File: src/rtl/freq_meter_pkg.sv
// Shared definitions for the auto-ranging frequency/period meter:
// FSM state encoding, measurement-mode constants and elaboration-time helpers.
package freq_meter_pkg;

  // state   | meaning
  // IDLE    | waiting for start, ready high
  // WAIT1   | waiting for the opening rising edge of si
  // COUNT   | counting system cycles until the closing rising edge
  // DIV     | sequential division producing the scaled result Q
  // B2B     | double-dabble conversion of Q to BCD
  // NORM    | locating the most significant nonzero digit
  // DONE    | registering outputs and pulsing done_tick
  typedef enum logic [2:0] {
    S_IDLE,
    S_WAIT1,
    S_COUNT,
    S_DIV,
    S_B2B,
    S_NORM,
    S_DONE
  } state_t;

  localparam logic MODE_FREQ   = 1'b0;
  localparam logic MODE_PERIOD = 1'b1;

  // 10^n as a 64-bit constant; only used at elaboration time.
  function automatic longint unsigned pow10(input int n);
    longint unsigned r;
    r = 64'd1;
    for (int i = 0; i < n; i++) begin
      r = r * 64'd10;
    end
    return r;
  endfunction

  // Number of BCD digits needed for a w-bit binary value: ceil(w * log10(2)).
  // The slightly rounded-up constant can only ever add a spare digit.
  function automatic int bcd_digits(input int w);
    return (w * 30103 + 99999) / 100000;
  endfunction

endpackage

File: src/rtl/seq_divider.sv
// Restoring divider: one quotient bit per cycle, W cycles per division.
// Operands are captured on start; done_tick pulses once quo is final.
module seq_divider #(
  parameter int W = 64
) (
  input  logic         clk,
  input  logic         reset,
  input  logic         start,
  input  logic [W-1:0] dvnd,
  input  logic [W-1:0] dvsr,
  output logic         done_tick,
  output logic [W-1:0] quo
);

  localparam int CW = $clog2(W + 1);

  logic [W-1:0]  r_rem;
  logic [W-1:0]  r_quo;
  logic [W-1:0]  r_dvsr;
  logic [CW-1:0] r_cnt;
  logic          r_busy;
  logic          r_done;
  logic [W:0]    w_diff;

  // Trial subtraction of the divisor from the shifted partial remainder;
  // the top bit set means the trial went negative and the remainder is kept.
  assign w_diff = {r_rem, r_quo[W-1]} - {1'b0, r_dvsr};

  // Load operands on start, then shift in one quotient bit per cycle.
  always_ff @(posedge clk) begin
    if (!reset) begin
      r_rem  <= '0;
      r_quo  <= '0;
      r_dvsr <= '0;
      r_cnt  <= '0;
      r_busy <= 1'b0;
      r_done <= 1'b0;
    end else begin
      r_done <= 1'b0;
      if (start) begin
        r_rem  <= '0;
        r_quo  <= dvnd;
        r_dvsr <= dvsr;
        r_cnt  <= CW'(W);
        r_busy <= 1'b1;
      end else if (r_busy) begin
        if (w_diff[W]) begin
          r_rem <= {r_rem[W-2:0], r_quo[W-1]};
        end else begin
          r_rem <= w_diff[W-1:0];
        end
        r_quo <= {r_quo[W-2:0], ~w_diff[W]};
        r_cnt <= r_cnt - CW'(1);
        if (r_cnt == CW'(1)) begin
          r_busy <= 1'b0;
          r_done <= 1'b1;
        end
      end
    end
  end

  assign done_tick = r_done;
  assign quo       = r_quo;

endmodule

File: src/rtl/auto_range_freq_meter.sv
// Auto-ranging frequency / period meter. Measures one full period of si in
// system-clock cycles, scales it to a DIGITS-digit BCD value with a decimal
// point position, and flags over-range and timeout conditions.
module auto_range_freq_meter
  import freq_meter_pkg::*;
#(
  parameter longint unsigned CLK_HZ      = 100_000_000,
  parameter int              DIGITS      = 4,
  parameter longint unsigned TIMEOUT_CYC = 200_000_000,
  parameter int              DIV_W       = 64
) (
  input  logic                  clk,
  input  logic                  reset,
  input  logic                  start,
  input  logic                  cont,
  input  logic                  mode,
  input  logic                  si,
  output logic                  ready,
  output logic                  done_tick,
  output logic [4*DIGITS-1:0]   bcd,
  output logic [2:0]            dp_pos,
  output logic                  over_range,
  output logic                  timeout
);

  localparam int NB = bcd_digits(DIV_W);
  localparam int CW = $clog2(TIMEOUT_CYC + 1);
  localparam int SW = $clog2(DIV_W + 1);
  localparam int MW = $clog2(NB);

  localparam logic [CW-1:0]    C_TO       = CW'(TIMEOUT_CYC);
  localparam logic [DIV_W-1:0] C_FREQ_NUM = DIV_W'(CLK_HZ * pow10(DIGITS - 1));
  localparam logic [DIV_W-1:0] C_PER_MUL  = DIV_W'(pow10(DIGITS + 5));
  localparam logic [DIV_W-1:0] C_CLK      = DIV_W'(CLK_HZ);
  localparam logic [SW-1:0]    C_STEPS    = SW'(DIV_W);
  localparam logic [MW-1:0]    C_IDX_TOP  = MW'(NB - 1);
  localparam logic [MW-1:0]    C_IDX_MIN  = MW'(DIGITS - 1);

  // input conditioning
  logic r_si_meta;
  logic r_si_sync;
  logic r_si_prev;
  logic w_rise;

  // control and datapath
  state_t          r_state;
  logic [CW-1:0]   r_cnt;
  logic [CW-1:0]   r_p;
  logic            r_mode;
  logic            r_to;
  logic            r_div_go;
  logic [DIV_W-1:0] r_bin;
  logic [4*NB-1:0] r_bcd;
  logic [SW-1:0]   r_step;
  logic [MW-1:0]   r_idx;

  // registered outputs
  logic                r_ready;
  logic                r_done_tick;
  logic [4*DIGITS-1:0] r_bcd_out;
  logic [2:0]          r_dp;
  logic                r_over;
  logic                r_timeout;

  logic [DIV_W-1:0]    w_dvnd;
  logic [DIV_W-1:0]    w_dvsr;
  logic [DIV_W-1:0]    w_quo;
  logic                w_div_done;
  logic [4*NB-1:0]     w_adj;
  logic [3:0]          w_top_digit;
  logic                w_over;

  // Two-flop synchronizer on si plus a delayed copy for rising-edge detection.
  always_ff @(posedge clk) begin
    if (!reset) begin
      r_si_meta <= 1'b0;
      r_si_sync <= 1'b0;
      r_si_prev <= 1'b0;
    end else begin
      r_si_meta <= si;
      r_si_sync <= r_si_meta;
      r_si_prev <= r_si_sync;
    end
  end

  assign w_rise = r_si_sync & ~r_si_prev;

  // Frequency: CLK_HZ*10^(D-1) / P.  Period: P*10^(D+5) / CLK_HZ.
  // Both give the displayed value scaled by 10^(D-1).
  assign w_dvnd = (r_mode == MODE_PERIOD) ? DIV_W'(r_p) * C_PER_MUL : C_FREQ_NUM;
  assign w_dvsr = (r_mode == MODE_PERIOD) ? C_CLK : DIV_W'(r_p);

  seq_divider #(
    .W (DIV_W)
  ) u_div (
    .clk       (clk),
    .reset     (reset),
    .start     (r_div_go),
    .dvnd      (w_dvnd),
    .dvsr      (w_dvsr),
    .done_tick (w_div_done),
    .quo       (w_quo)
  );

  // Double-dabble correction: add 3 to every BCD digit of 5 or more before the shift.
  always_comb begin
    w_adj = r_bcd;
    for (int i = 0; i < NB; i++) begin
      if (r_bcd[4*i +: 4] > 4'd4) begin
        w_adj[4*i +: 4] = r_bcd[4*i +: 4] + 4'd3;
      end
    end
  end

  // During NORM the BCD register is shifted up so the digit under test is always on top.
  assign w_top_digit = r_bcd[4*NB-1 -: 4];
  assign w_over      = (int'(r_idx) > 2*DIGITS - 2);

  // Measurement sequencer with registered outputs.
  always_ff @(posedge clk) begin
    if (!reset) begin
      r_state     <= S_IDLE;
      r_cnt       <= '0;
      r_p         <= '0;
      r_mode      <= MODE_FREQ;
      r_to        <= 1'b0;
      r_div_go    <= 1'b0;
      r_bin       <= '0;
      r_bcd       <= '0;
      r_step      <= '0;
      r_idx       <= '0;
      r_ready     <= 1'b1;
      r_done_tick <= 1'b0;
      r_bcd_out   <= '0;
      r_dp        <= '0;
      r_over      <= 1'b0;
      r_timeout   <= 1'b0;
    end else begin
      r_done_tick <= 1'b0;
      r_div_go    <= 1'b0;
      case (r_state)
        S_IDLE: begin
          if (start) begin
            r_mode  <= mode;
            r_cnt   <= '0;
            r_to    <= 1'b0;
            r_ready <= 1'b0;
            r_state <= S_WAIT1;
          end
        end
        S_WAIT1: begin
          // timeout is checked first so it wins over a coincident rise
          if (r_cnt == C_TO) begin
            r_to    <= 1'b1;
            r_state <= S_DONE;
          end else if (w_rise) begin
            r_cnt   <= '0;
            r_state <= S_COUNT;
          end else begin
            r_cnt <= r_cnt + CW'(1);
          end
        end
        S_COUNT: begin
          if (r_cnt == C_TO) begin
            r_to    <= 1'b1;
            r_state <= S_DONE;
          end else if (w_rise) begin
            // counter holds P-1 on the cycle the closing edge is seen
            r_p      <= r_cnt + CW'(1);
            r_div_go <= 1'b1;
            r_state  <= S_DIV;
          end else begin
            r_cnt <= r_cnt + CW'(1);
          end
        end
        S_DIV: begin
          if (w_div_done) begin
            r_bin   <= w_quo;
            r_bcd   <= '0;
            r_step  <= C_STEPS;
            r_state <= S_B2B;
          end
        end
        S_B2B: begin
          {r_bcd, r_bin} <= {w_adj, r_bin} << 1;
          r_step <= r_step - SW'(1);
          if (r_step == SW'(1)) begin
            r_idx   <= C_IDX_TOP;
            r_state <= S_NORM;
          end
        end
        S_NORM: begin
          if ((w_top_digit != 4'd0) || (r_idx == C_IDX_MIN)) begin
            r_state <= S_DONE;
          end else begin
            r_bcd <= r_bcd << 4;
            r_idx <= r_idx - MW'(1);
          end
        end
        S_DONE: begin
          r_done_tick <= 1'b1;
          if (r_to) begin
            r_bcd_out <= '0;
            r_dp      <= '0;
            r_over    <= 1'b0;
            r_timeout <= 1'b1;
          end else if (w_over) begin
            r_bcd_out <= {DIGITS{4'h9}};
            r_dp      <= '0;
            r_over    <= 1'b1;
            r_timeout <= 1'b0;
          end else begin
            r_bcd_out <= r_bcd[4*NB-1 -: 4*DIGITS];
            r_dp      <= 3'(2*DIGITS - 2 - int'(r_idx));
            r_over    <= 1'b0;
            r_timeout <= 1'b0;
          end
          if (cont) begin
            r_cnt   <= '0;
            r_to    <= 1'b0;
            r_state <= S_WAIT1;
          end else begin
            r_ready <= 1'b1;
            r_state <= S_IDLE;
          end
        end
        default: begin
          r_state <= S_IDLE;
          r_ready <= 1'b1;
        end
      endcase
    end
  end

  assign ready      = r_ready;
  assign done_tick  = r_done_tick;
  assign bcd        = r_bcd_out;
  assign dp_pos     = r_dp;
  assign over_range = r_over;
  assign timeout    = r_timeout;

endmodule

File: config.mk
export PLATFORM = sky130hd
export DESIGN_NAME = auto_range_freq_meter
export DESIGN_NICKNAME = d
export VERILOG_FILES = /design/src/rtl/freq_meter_pkg.sv /design/src/rtl/seq_divider.sv /design/src/rtl/auto_range_freq_meter.sv
export SDC_FILE = /design/constraint.sdc
export NUM_CORES = 2
export LEC_CHECK = 0
export CORE_ASPECT_RATIO = 0.7
export CORE_MARGIN = 2
export CORE_UTILIZATION = 40
export CTS_BUF_LIST = sky130_fd_sc_hd__clkbuf_8
export DETAILED_ROUTE_END_ITERATION = 10
export GPL_TIMING_DRIVEN = 0
export PLACE_DENSITY = 0.54
export SLEW_MARGIN = 20
export SYNTH_ARGS = -nofsm -noshare
export SYNTH_HDL_FRONTEND = slang
export SYNTH_SLANG_ARGS = --single-unit
File: constraint.sdc
create_clock -name clk -period 9.2 [get_ports clk]
set_input_delay 1.84 -clock clk [delete_from_list [all_inputs] [get_ports clk]]
set_output_delay 1.84 -clock clk [all_outputs]
set_load 0.02 [all_outputs]
Word level (Yosys, flattened, before mapping) --
Index checks and enable logic that the tools add are counted.
Storage, ports and cells: logic and storage cells 201, register bits after elaboration 445, output and inout port bits 23
Cells by class: $mul 1, bitwise logic cells 8, reductions and logical operators 23, mux-type cells 73, magnitude comparators 21, eq/ne operators 23, $add $sub $neg 26
Operator list (count):
- 64-bit two-way mux | 4
- 80-bit one-hot mux with 3 select lines | 1
- 28-bit two-way mux | 7
- 80-bit two-way mux | 2
- 64-bit one-hot mux with 2 select lines | 1
- 28-bit one-hot mux with 4 select lines | 1
- 4-bit by 3-bit > comparator with 1-bit output (second input constant) | 20
- 4-bit by 2-bit adder with 4-bit output (second input constant) | 19
- 4-bit two-way mux | 19
- 65-bit by 64-bit subtractor with 65-bit output | 1
- 58-bit two-way mux | 1
- 28-bit by 21-bit multiplier with 49-bit output (second input constant) | 1
- 3-bit two-way mux | 11
- 16-bit two-way mux | 2
- 28-bit by 1-bit adder with 28-bit output (second input constant) | 1
- 28-bit equality test (second input constant) | 1
- 7-bit two-way mux | 3
- 3-bit one-hot mux with 7 select lines | 1
- 2-bit inequality test (second input constant) | 9
- 7-bit by 1-bit equality test with 1-bit output (second input constant) | 2
- 1-bit two-way mux | 14
- 7-bit one-hot mux with 2 select lines | 1
- 7-bit by 1-bit subtractor with 7-bit output (second input constant) | 2
- 3-bit AND reduction | 4
- 26 further kinds | 47

Logic depth before layout (Yosys ltp) --
depth in word-level cells 5, gate-level depth with buffers 25, mapped depth without buffers 24

Cells and area by module --
A second synthesis with hierarchy kept.
Second synthesis, totals: cell total of the unflattened synthesis 4434, area, all modules 36971.7 um^2
Modules (own cells, without submodules):
- auto_range_freq_meter | instances 1, area each 24228.2 um^2, cells each 2813, sequential area each 4884.7 um^2
- seq_divider | instances 1, area each 12743.5 um^2, cells each 1621, sequential area each 4023.9 um^2

Least setup slack after synthesis --
OpenSTA, ideal clock, no wires.
kind reg2reg, start register r_p[2], end register u_div.r_quo[54], in the netlist u_div.quo[54], slack 2.264 ns, clock period less this slack 6.936 ns, cell stages (with the launch flop) 24, library setup time 0.134 ns, required time 9.066 ns, arrival 6.802 ns, path through dfxtp_1 inv_1 fa_1 fa_1 fa_1 fa_1 fa_1 inv_1 fa_1 inv_1 fa_1 inv_1 ha_1 clkbuf_1 a21oi_1 o21bai_1 a221o_1 a221o_1 a41oi_1 o21ai_0 a41o_1 a41oi_1 xor2_1 o22ai_1
Between the ends: longest elaborated chain between the ends 3
RTL lines:
- start: declaration | line auto_range_freq_meter.sv:48 | logic [CW-1:0] r_p;
- start signal: assignment | line auto_range_freq_meter.sv:169 | r_p <= r_cnt + CW'(1);
- 28-bit by 21-bit multiplier with 49-bit output | line auto_range_freq_meter.sv:90 | assign w_dvnd = (r_mode == MODE_PERIOD) ? DIV_W'(r_p) * C_PER_MUL : C_FREQ_NUM;
- 58-bit two-way mux | line auto_range_freq_meter.sv:90
- 64-bit two-way mux | line seq_divider.sv:40 | if (start) begin
- end signal: assignment | line seq_divider.sv:42 | r_quo <= dvnd;
- end signal: assignment | line seq_divider.sv:52 | r_quo <= {r_quo[W-2:0], ~w_diff[W]};
- end: declaration | line seq_divider.sv:18 | logic [W-1:0] r_quo;
No other way between the ends. A chain may end at the register's enable or synchronous reset.

Worst setup path in the final report --
start register r_p[4], end register u_div.r_quo[56], in the netlist u_div.quo[56]
Same word-level chain as after synthesis.

==> results.yml <==
sta:
  hold_viol_final: 0
  clock.fmax_mhz: 115
  fin_skew_ns: 0.0405
  period_share: 0.941
  rsz0062_at_grt: "no"
  finalSetupViolCount: 0
  fin_crit_ns: 8.66
  worst_pin_slew_ns: 1.22
  slew_violations: 0
  slew_headroom: 0.188
  tns_ns: 0
  hold_ws_ns: 0.425
clocking:
  clock_latency_ns: 0.66
  post_cts.repair.setup_buffers: 0
  htreeDepth: 3
  cts_max_path_buffers: 3
  numCtsBuffers: 66
  clk_pin_slew_ns: 0.07
  tritoncts: "built"
  cts_root_buffer: "clkbuf_8"
  cts_sinks: 409
setup_path:
  cp_top_family: "adder cells"
  crit_slowest_cell: "dfxtp_1"
  cpMostUsedCell: "fa_1"
  worst-path-max-fanout: 9
  crit_chain: "inv_1 > fa_1 > fa_1 > fa_1 > fa_1 > fa_1 > inv_1 > fa_1 > inv_1 > fa_1 > inv_1 > ha_1 > clkbuf_1 > nand4_1 > or3_1 > a2111oi_2 > o21ai_0 > a31oi_1 > a311oi_1 > o21ai_0 > xnor2_1 > o22ai_1"
  worstPathRequired_ns: 9.70
  start_kind: "flip-flop"
  cp.arrival_ns: 9.16
  crit_path_max_incr_delay_ns: 0.87
  path_buf_inv: 5
  critical_path_class: "reg -> reg"
  cp-end-kind: "flip-flop"
global_routing:
  grt.total_usage: 0.239
  gr-total-overflow: 0
  antenna_found_initial: 4
  grt_max_degree: 13
  grt_pass1_wl_microns: 152000
  grt_pass1_vias: 25100
power_and_ir_drop:
  power.leakage_uw: 0.0150
  max-vdd-ir-drop_mv: 0.100
  powerDensity_nw_per_um2: 150
floorplan:
  die_h_microns: 241
  core_area_sq_um: 79000
  die_area_sq_um: 82400
  start_util: 0.405
  fp.dieW_microns: 342
  ios: 29
  num_rows: 86
layout:
  multiInputGateArea_sq_um: 21200
  area_growth_pct: 9.20
  fin_cells: 4907
  final_util: 0.443
  regArea_sq_um: 8190
  layout.cells.most_common_list: "inv_1 (506), dfxtp_1 (406), nor2_1 (332)"
  final_common_cell: "inv_1"
  fill_cells: 8072
  drive_gt1_frac: 0.0416
  finalNetCount: 4380
place:
  dp.cells: 4790
  dpl.hpwl_microns: 75300
  gp_congestion: 0.885
  port_buffers: 28
routing:
  wl_microns: 96600
  top_layer_used: "met4"
  drtIter0Drc: 2323
  wl_met1_microns: 52500
  dr_total_vias: 26600
  ant_nets: 0
  drcViolationCount: 0
  met2_length_microns: 34400
  vias_per_cell: 5.42
  wl_met3_microns: 8460
  dr.pass1.iters: 5
  avgRoutedWirePerCell_microns: 19.7
yosys:
  synth_cell_types: 73
  synth_edf_count: 0
  netlist_instances: 3706
  syn_avg_cell_area_sq_um: 8.64
  synth_ff_type: "dfxtp_1"
  async_flop_share: 0
  seq_area_frac_synth: 0.256
  synthesis.area_sq_um: 32000
  yosys_warnings: 0
  syn_nets: 4284
  ys_seq_elements: 409
status:
  status: "complete, no violations"
flow_run:
  maxCapViolCount: 0
worst_hold_path:
  hold_class: "reg -> reg"
==> final timing paths <==
kind	from	endpoint	slack, ns	cells after the start
worst max-delay path	r_p[4]$_SDFFE_PN0P_	u_div.quo[56]$_SDFFE_PN0P_	0.54	22
worst max register to register	r_p[4]$_SDFFE_PN0P_	u_div.quo[56]$_SDFFE_PN0P_	0.54	22
worst min-delay path	r_si_meta$_SDFF_PN0_	r_si_sync$_SDFF_PN0_	0.43	1
worst min register to register	r_si_meta$_SDFF_PN0_	r_si_sync$_SDFF_PN0_	0.43	1
==> repair_timing <==
item | CTS | global route
endpoints found under the setup margin | 0 | 1
hold buffers | 0 | 0
gates resized for setup | 0 | 2
==> cell usage after synthesis (55+ instances only) <==
library cell / n / area share
a22oi_1: 82 / 0.019
a21oi_1: 295 / 0.046
a211oi_1: 79 / 0.019
a221oi_1: 55 / 0.015
nand2_1: 249 / 0.029
o21ai_0: 169 / 0.026
ha_1: 303 / 0.12
a21o_1: 70 / 0.016
clkbuf_1: 170 / 0.020
mux2i_1: 56 / 0.018
nor2_1: 332 / 0.039
fa_1: 269 / 0.17
nor3_1: 88 / 0.014
inv_1: 488 / 0.057
xnor2_1: 113 / 0.031
dfxtp_1: 409 / 0.26
==> where the power goes <==
part	internal (uW)	total, uW	switching [uW]
Clock	830	1640	805
Sequential	1810	1900	84.7
Combinational	620	1720	1100
==> area by class of cell <==
type	count	area share
clock inverters	31	0.00490
diodes	2	0.000143
inverters	489	0.0525
repair buffers	28	0.00802
plain buffers	193	0.0221
multi-input cells	2615	0.607
well taps	1056	0.0378
clock buffers	84	0.0331
flip-flops and latches	409	0.234
==> flip-flops by register name, summed over array words and instances, names as in the netlist, 3 cells and up <==
signal	flops
r_cnt	28
r_p	28
r_state	3
u_div.r_rem	64
u_div.quo	64
r_idx	5
r_bcd	80
bcd	16
r_bin	64
u_div.r_dvsr	28
u_div.r_cnt	7
dp_pos	3
r_step	7
==> metrics by stage <==
stage	instance area, sq um	setup WS [ns]	total power [uW]
after floorplan	32000	2.26	3160
after global placement	33600	0.137	3640
after detailed placement	33600	0.420	3640
after CTS	35000	0.360	5280
after global routing	35000	0.285	5610
final	35000	0.539	5260
==> logic make-up (layout without fill, tap and decap cells) <==
logic type	Yosys count	in the layout	synth area share
other cells	0	2	0
xor+xnor	157	157	0.0429
mux	71	71	0.0228
simple gates	890	890	0.128
flops	409	409	0.256
buf+inv	682	825	0.0814
compound gates	925	925	0.183
fa+ha+maj	572	572	0.287
==> routing by layer <==
metal	GRT usage	vias up
met4	0.0381	0
met3	0.0646	85
met1	0.398	12900
met2	0.295	766
li1	-	12900
met5	0	-
Note: power is estimated with default switching activity, not from simulation.
